## src/rtl/shift_defs.sv

```systemverilog
// Shared op-code and FSM state encodings for the iterative 16-bit shifter.
// Right-hand ops are done by reversing bits, shifting left, then reversing back.
package shift_defs;

  localparam logic [1:0] OP_ROL = 2'b00;
  localparam logic [1:0] OP_SLL = 2'b01;
  localparam logic [1:0] OP_ROR = 2'b10;
  localparam logic [1:0] OP_SRL = 2'b11;

  typedef enum logic [1:0] {
    ST_IDLE  = 2'd0,
    ST_SHIFT = 2'd1,
    ST_DONE  = 2'd2
  } state_e;

  function automatic logic op_is_right(input logic [1:0] op);
    return (op == OP_ROR) || (op == OP_SRL);
  endfunction

  function automatic logic op_is_logical(input logic [1:0] op);
    return (op == OP_SLL) || (op == OP_SRL);
  endfunction

  function automatic logic op_is_rotate(input logic [1:0] op);
    return (op == OP_ROL) || (op == OP_ROR);
  endfunction

endpackage

```

## src/rtl/reverse_16b.sv

```systemverilog
// Conditional 16-bit bit reversal; passes data through unchanged when revBit=0.
module reverse_16b (
  input  logic        revBit,
  input  logic [15:0] din,
  output logic [15:0] dout
);

  logic [15:0] rev;

  always_comb begin
    for (int i = 0; i < 16; i++) begin
      rev[i] = din[15-i];
    end
  end

  assign dout = revBit ? rev : din;

endmodule

```

## src/rtl/shift_iter_16b.sv

```systemverilog
// Iterative 16-bit shifter/rotator: one bit position per clock, ROR/SRL via reversal.
//   state | meaning
//   IDLE  | waiting for start
//   SHIFT | shifting shreg left once per cycle until count reaches 0
//   DONE  | out holds a new result, done=1 for this cycle; start accepted
module shift_iter_16b
  import shift_defs::*;
(
  input  logic        clk,
  input  logic        rst,
  input  logic        start,
  input  logic [1:0]  op,
  input  logic [3:0]  amt,
  input  logic [15:0] in,
  output logic        ready,
  output logic        busy,
  output logic        done,
  output logic [15:0] out
);

  state_e      state_q, state_d;
  logic [1:0]  op_q, op_d;
  logic [3:0]  count_q, count_d;
  logic [15:0] shreg_q, shreg_d;
  logic [15:0] out_q, out_d;
  logic [15:0] in_rev;
  logic [15:0] shreg_rev;

  reverse_16b u_rev_in (
    .revBit (op_is_right(op)),
    .din    (in),
    .dout   (in_rev)
  );

  reverse_16b u_rev_out (
    .revBit (op_is_right(op_q)),
    .din    (shreg_q),
    .dout   (shreg_rev)
  );

  always_comb begin
    state_d = state_q;
    op_d    = op_q;
    count_d = count_q;
    shreg_d = shreg_q;
    out_d   = out_q;
    unique case (state_q)
      ST_IDLE: begin
        if (start) begin
          state_d = ST_SHIFT;
          op_d    = op;
          count_d = amt;
          shreg_d = in_rev;
        end
      end
      ST_SHIFT: begin
        if (count_q != 4'd0) begin
          // Rotates wrap bit 15 into bit 0; logical shifts zero-fill.
          shreg_d = {shreg_q[14:0], op_is_logical(op_q) ? 1'b0 : shreg_q[15]};
          count_d = count_q - 4'd1;
        end else begin
          state_d = ST_DONE;
          out_d   = shreg_rev;
        end
      end
      ST_DONE: begin
        if (start) begin
          state_d = ST_SHIFT;
          op_d    = op;
          count_d = amt;
          shreg_d = in_rev;
        end else begin
          state_d = ST_IDLE;
        end
      end
      default: state_d = ST_IDLE;
    endcase
  end

  always_ff @(posedge clk) begin
    if (rst) begin
      state_q <= ST_IDLE;
      op_q    <= 2'b00;
      count_q <= 4'd0;
      shreg_q <= 16'h0000;
      out_q   <= 16'h0000;
    end else begin
      state_q <= state_d;
      op_q    <= op_d;
      count_q <= count_d;
      shreg_q <= shreg_d;
      out_q   <= out_d;
    end
  end

  assign ready = (state_q == ST_IDLE) || (state_q == ST_DONE);
  assign busy  = (state_q == ST_SHIFT);
  assign done  = (state_q == ST_DONE);
  assign out   = out_q;

endmodule

```

## config.mk

```make
export PLATFORM = sky130hd
export DESIGN_NAME = shift_iter_16b
export DESIGN_NICKNAME = d
export VERILOG_FILES = /design/src/rtl/shift_defs.sv /design/src/rtl/reverse_16b.sv /design/src/rtl/shift_iter_16b.sv
export SDC_FILE = /design/constraint.sdc
export NUM_CORES = 1
export LEC_CHECK = 0
export BUFFER_PORTS_ARGS = -buffer_cell sky130_fd_sc_hd__buf_2
export CORE_ASPECT_RATIO = 0.9
export CORE_MARGIN = 2
export CORE_UTILIZATION = 59
export CTS_CLUSTER_DIAMETER = 40
export DETAILED_ROUTE_END_ITERATION = 16
export PLACE_DENSITY = 0.85
export SLEW_MARGIN = 20
export SYNTH_ARGS = -nofsm -noshare
export SYNTH_HDL_FRONTEND = slang
export SYNTH_SLANG_ARGS = --single-unit
```

## constraint.sdc

```tcl
create_clock -name clk -period 2.7 [get_ports clk]
set_clock_uncertainty 0.05 [all_clocks]
set_input_delay 0.54 -clock clk [delete_from_list [all_inputs] [get_ports clk]]
set_output_delay 0.54 -clock clk [all_outputs]
set_load 0.05 [all_outputs]
```

==> impl_metrics.toml <==
[run_status]
outcome = "completed"

[clock_tree]
tritoncts = "built"
cts_root_buf = "clkbuf_8"
cts_setup_buffers = 0
cts_hold_buffers = 0
clkTransAtPathRegs_ps = 70
worstSkewPairLatency_ps = 290
htree_levels = 2
cts_resized = 0
clk_path_buf_depth = 2
clkSinkCount = 40
cts_buffers = 5

[sta]
grt_setup_unrepaired = "false"
finalHoldViolCount = 0
finalSetupViolations = 0
final_max_slew_viol_count = 0
period_share_pct = 85.0
max_slew_margin_pct = 41.1
fmax_mhz = 436
worst_slew_pin_slew_ps = 882
tns_ps = 0
min_period_ps = 2300

[routing]
routed_via_density = 6.05
wl_met2_microns = 2030
drtPass1Iterations = 4
wl_met1_microns = 2290
drc_errors = 0
drtAntennaViolNets = 0
wl_met3_microns = 257
vias = 1808
wl_microns = 4660
dr.max_layer_used = "met4"
avgRoutedWirePerCell_microns = 15.6
first_iter_violations = 155

[min_path]
min_path_type = "primary input to flip-flop"

[power]
p_int_w = 0.00108
p_clk_share_pct = 23.8
swShare_pct = 37.3
irDropWorstVdd_mv = 0.319
pwr-share-comb_pct = 32.5
switchingPower_w = 0.000639
p_per_area_nw_per_um2 = 688
share_seq_of_total_power_pct = 43.7
power_leakage_nw = 1.02

[synthesis]
synth-seq-area-share_pct = 36.2
yosys-top-cells-area = "dfxtp_1, mux2i_1, mux2_2"
synthTopCellsByCount = "dfxtp_1, mux2i_1, a21oi_1"
synth_top_area_share_pct = 36.2
avgSynthCellArea_sq_um = 10.2
yosysMostFrequentCell = "dfxtp_1"
synth_top_cell_by_area = "dfxtp_1"
ys_seq_elements = 40
async_reset_ff_share_pct = 0
synth_enable_flop_cells = 0
synthCells = 217
synth.cell_area_sq_um = 2210
ys.flop_type = "dfxtp_1"
syn_nets = 244
yosysWarnings = 0
yosysUniqueCellTypes = 32

[critical_path]
crit_path_max_fanout = 19
critPathArrivalTime_ps = 1710
criticalPathCategory = "flip-flop to primary output"
required_ps = 2110
critPathLaunchType = "flip-flop"
setup.worst_path.end_class = "primary output"

[finish]
design_area_sq_um = 2490
drive_above_1_share_pct = 34.4
syn_to_final_growth_pct = 12.7
fillers = 295
diodes = 0
nets = 279

[die]
initial_core_util_pct = 60.6
die_h_microns = 62.1
row_count = 21
die_w_microns = 68.6
ios = 44
core_sq_um = 3650
fp.dieArea_sq_um = 4260

[grt]
grt_antenna_before_repair = 0
grt_max_degree = 22
grt_pass1_wl_microns = 7800
grt_pass1_vias = 1593
gr-total-overflow = 0
gr-usage-all-layers_pct = 24.2

[placement]
place_congestion = 0.808
hpwl_microns = 3200
dpl_cell_area_sq_um = 2400
port_buffers = 43

[run]
drv_cap = 0
==> worst max-delay path, cell delays in order (launching register included) <==
cell      delay [ps]
dfxtp_1          600
nand2b_1         120
buf_4            220
inv_4            180
buf_2            300
==> placed cells by master, fill, tap and decap left out <==
cell        n
mux2i_1    35
buf_2      43
and2_4      1
and3_1      1
inv_1       4
nor2_1      3
o21ai_1     5
buf_4       5
inv_4       2
o2111ai_1  18
clkinv_1    1
a211o_1     1
nand4_2     1
a211oi_2   10
a21oi_1    21
clkbuf_1    2
dfxtp_1    40
nor4_1      1
nand2_1     1
o211ai_1    2
mux2_2     17
a221oi_1    1
a211oi_1    6
and3b_1     1
nor3b_4     1
or2_2       1
nand2b_1    3
nand4bb_1   1
nor2b_1     5
ha_1        2
clkbuf_8    6
o21ai_0    12
==> cells by family (layout without fill, tap and decap cells) <==
| group | Yosys count | after routing | synth area share [%] |
|---|---|---|---|
| DFF | 40 | 40 | 36.2 |
| AOI/OAI and AO/OA | 76 | 76 | 24.9 |
| and+or+nand+nor | 20 | 20 | 6.50 |
| adders and majority gates | 2 | 2 | 1.13 |
| buffers and inverters | 27 | 63 | 6.84 |
| muxes | 52 | 52 | 24.5 |
==> power groups by stage <==
| stage | clock network, W | registers [W] | logic, W |
|---|---|---|---|
| 6_report | 0.000409 | 0.000750 | 0.000558 |
| 5_1_grt | 0.000439 | 0.000762 | 0.000605 |
| 4_1_cts | 0.000414 | 0.000748 | 0.000558 |
| 3_5_place_dp | 0 | 0.000760 | 0.000554 |
| 3_3_place_gp | 0 | 0.000756 | 0.000544 |
| 2_1_floorplan | 0 | 0.000833 | 0.000368 |
==> metrics by stage <==
step	setup WS [ps]	power, W	util [%]	instances	hold WS, ps
after floorplan	930	0.00120	-	217	406
after detailed placement	739	0.00131	65.8	291	446
after global placement	791	0.00130	65.8	291	433
final	404	0.00172	68.3	299	439
after global routing	301	0.00181	68.3	299	488
after CTS	405	0.00172	68.3	299	444
==> final timing paths <==
path,to,slack [ps],startpoint,cells after the start
max,busy,400,state_q[0],4
min,op_q[0],440,op[0],3
max reg2reg,out[1],930,count_q[0],6
min reg2reg,out[5],470,out[5],2
==> final cells by class <==
| cell class | count | area (sq um) | area share [%] |
|---|---|---|---|
| clock buffer | 8 | 90.1 | 3.61 |
| inverter | 7 | 31.3 | 1.25 |
| multi-input combinational | 150 | 1260 | 50.6 |
| sequential | 40 | 801 | 32.1 |
| tap | 46 | 57.6 | 2.31 |
| timing repair buffer | 48 | 253 | 10.1 |
==> state kept, by name, summed over array words and instances, names as in the netlist <==
| signal | count |
|---|---|
| state_q | 2 |
| op_q | 2 |
| count_q | 4 |
| out | 16 |
| shreg_q | 16 |
==> layer usage <==
metal / up-vias / global-route usage [%]
met5: - / 0
met4: 0 / 10.0
met3: 10 / 4.89
met2: 54 / 30.8
met1: 846 / 39.0
li1: 898 / -
Note: power is estimated with default switching activity, not from simulation.
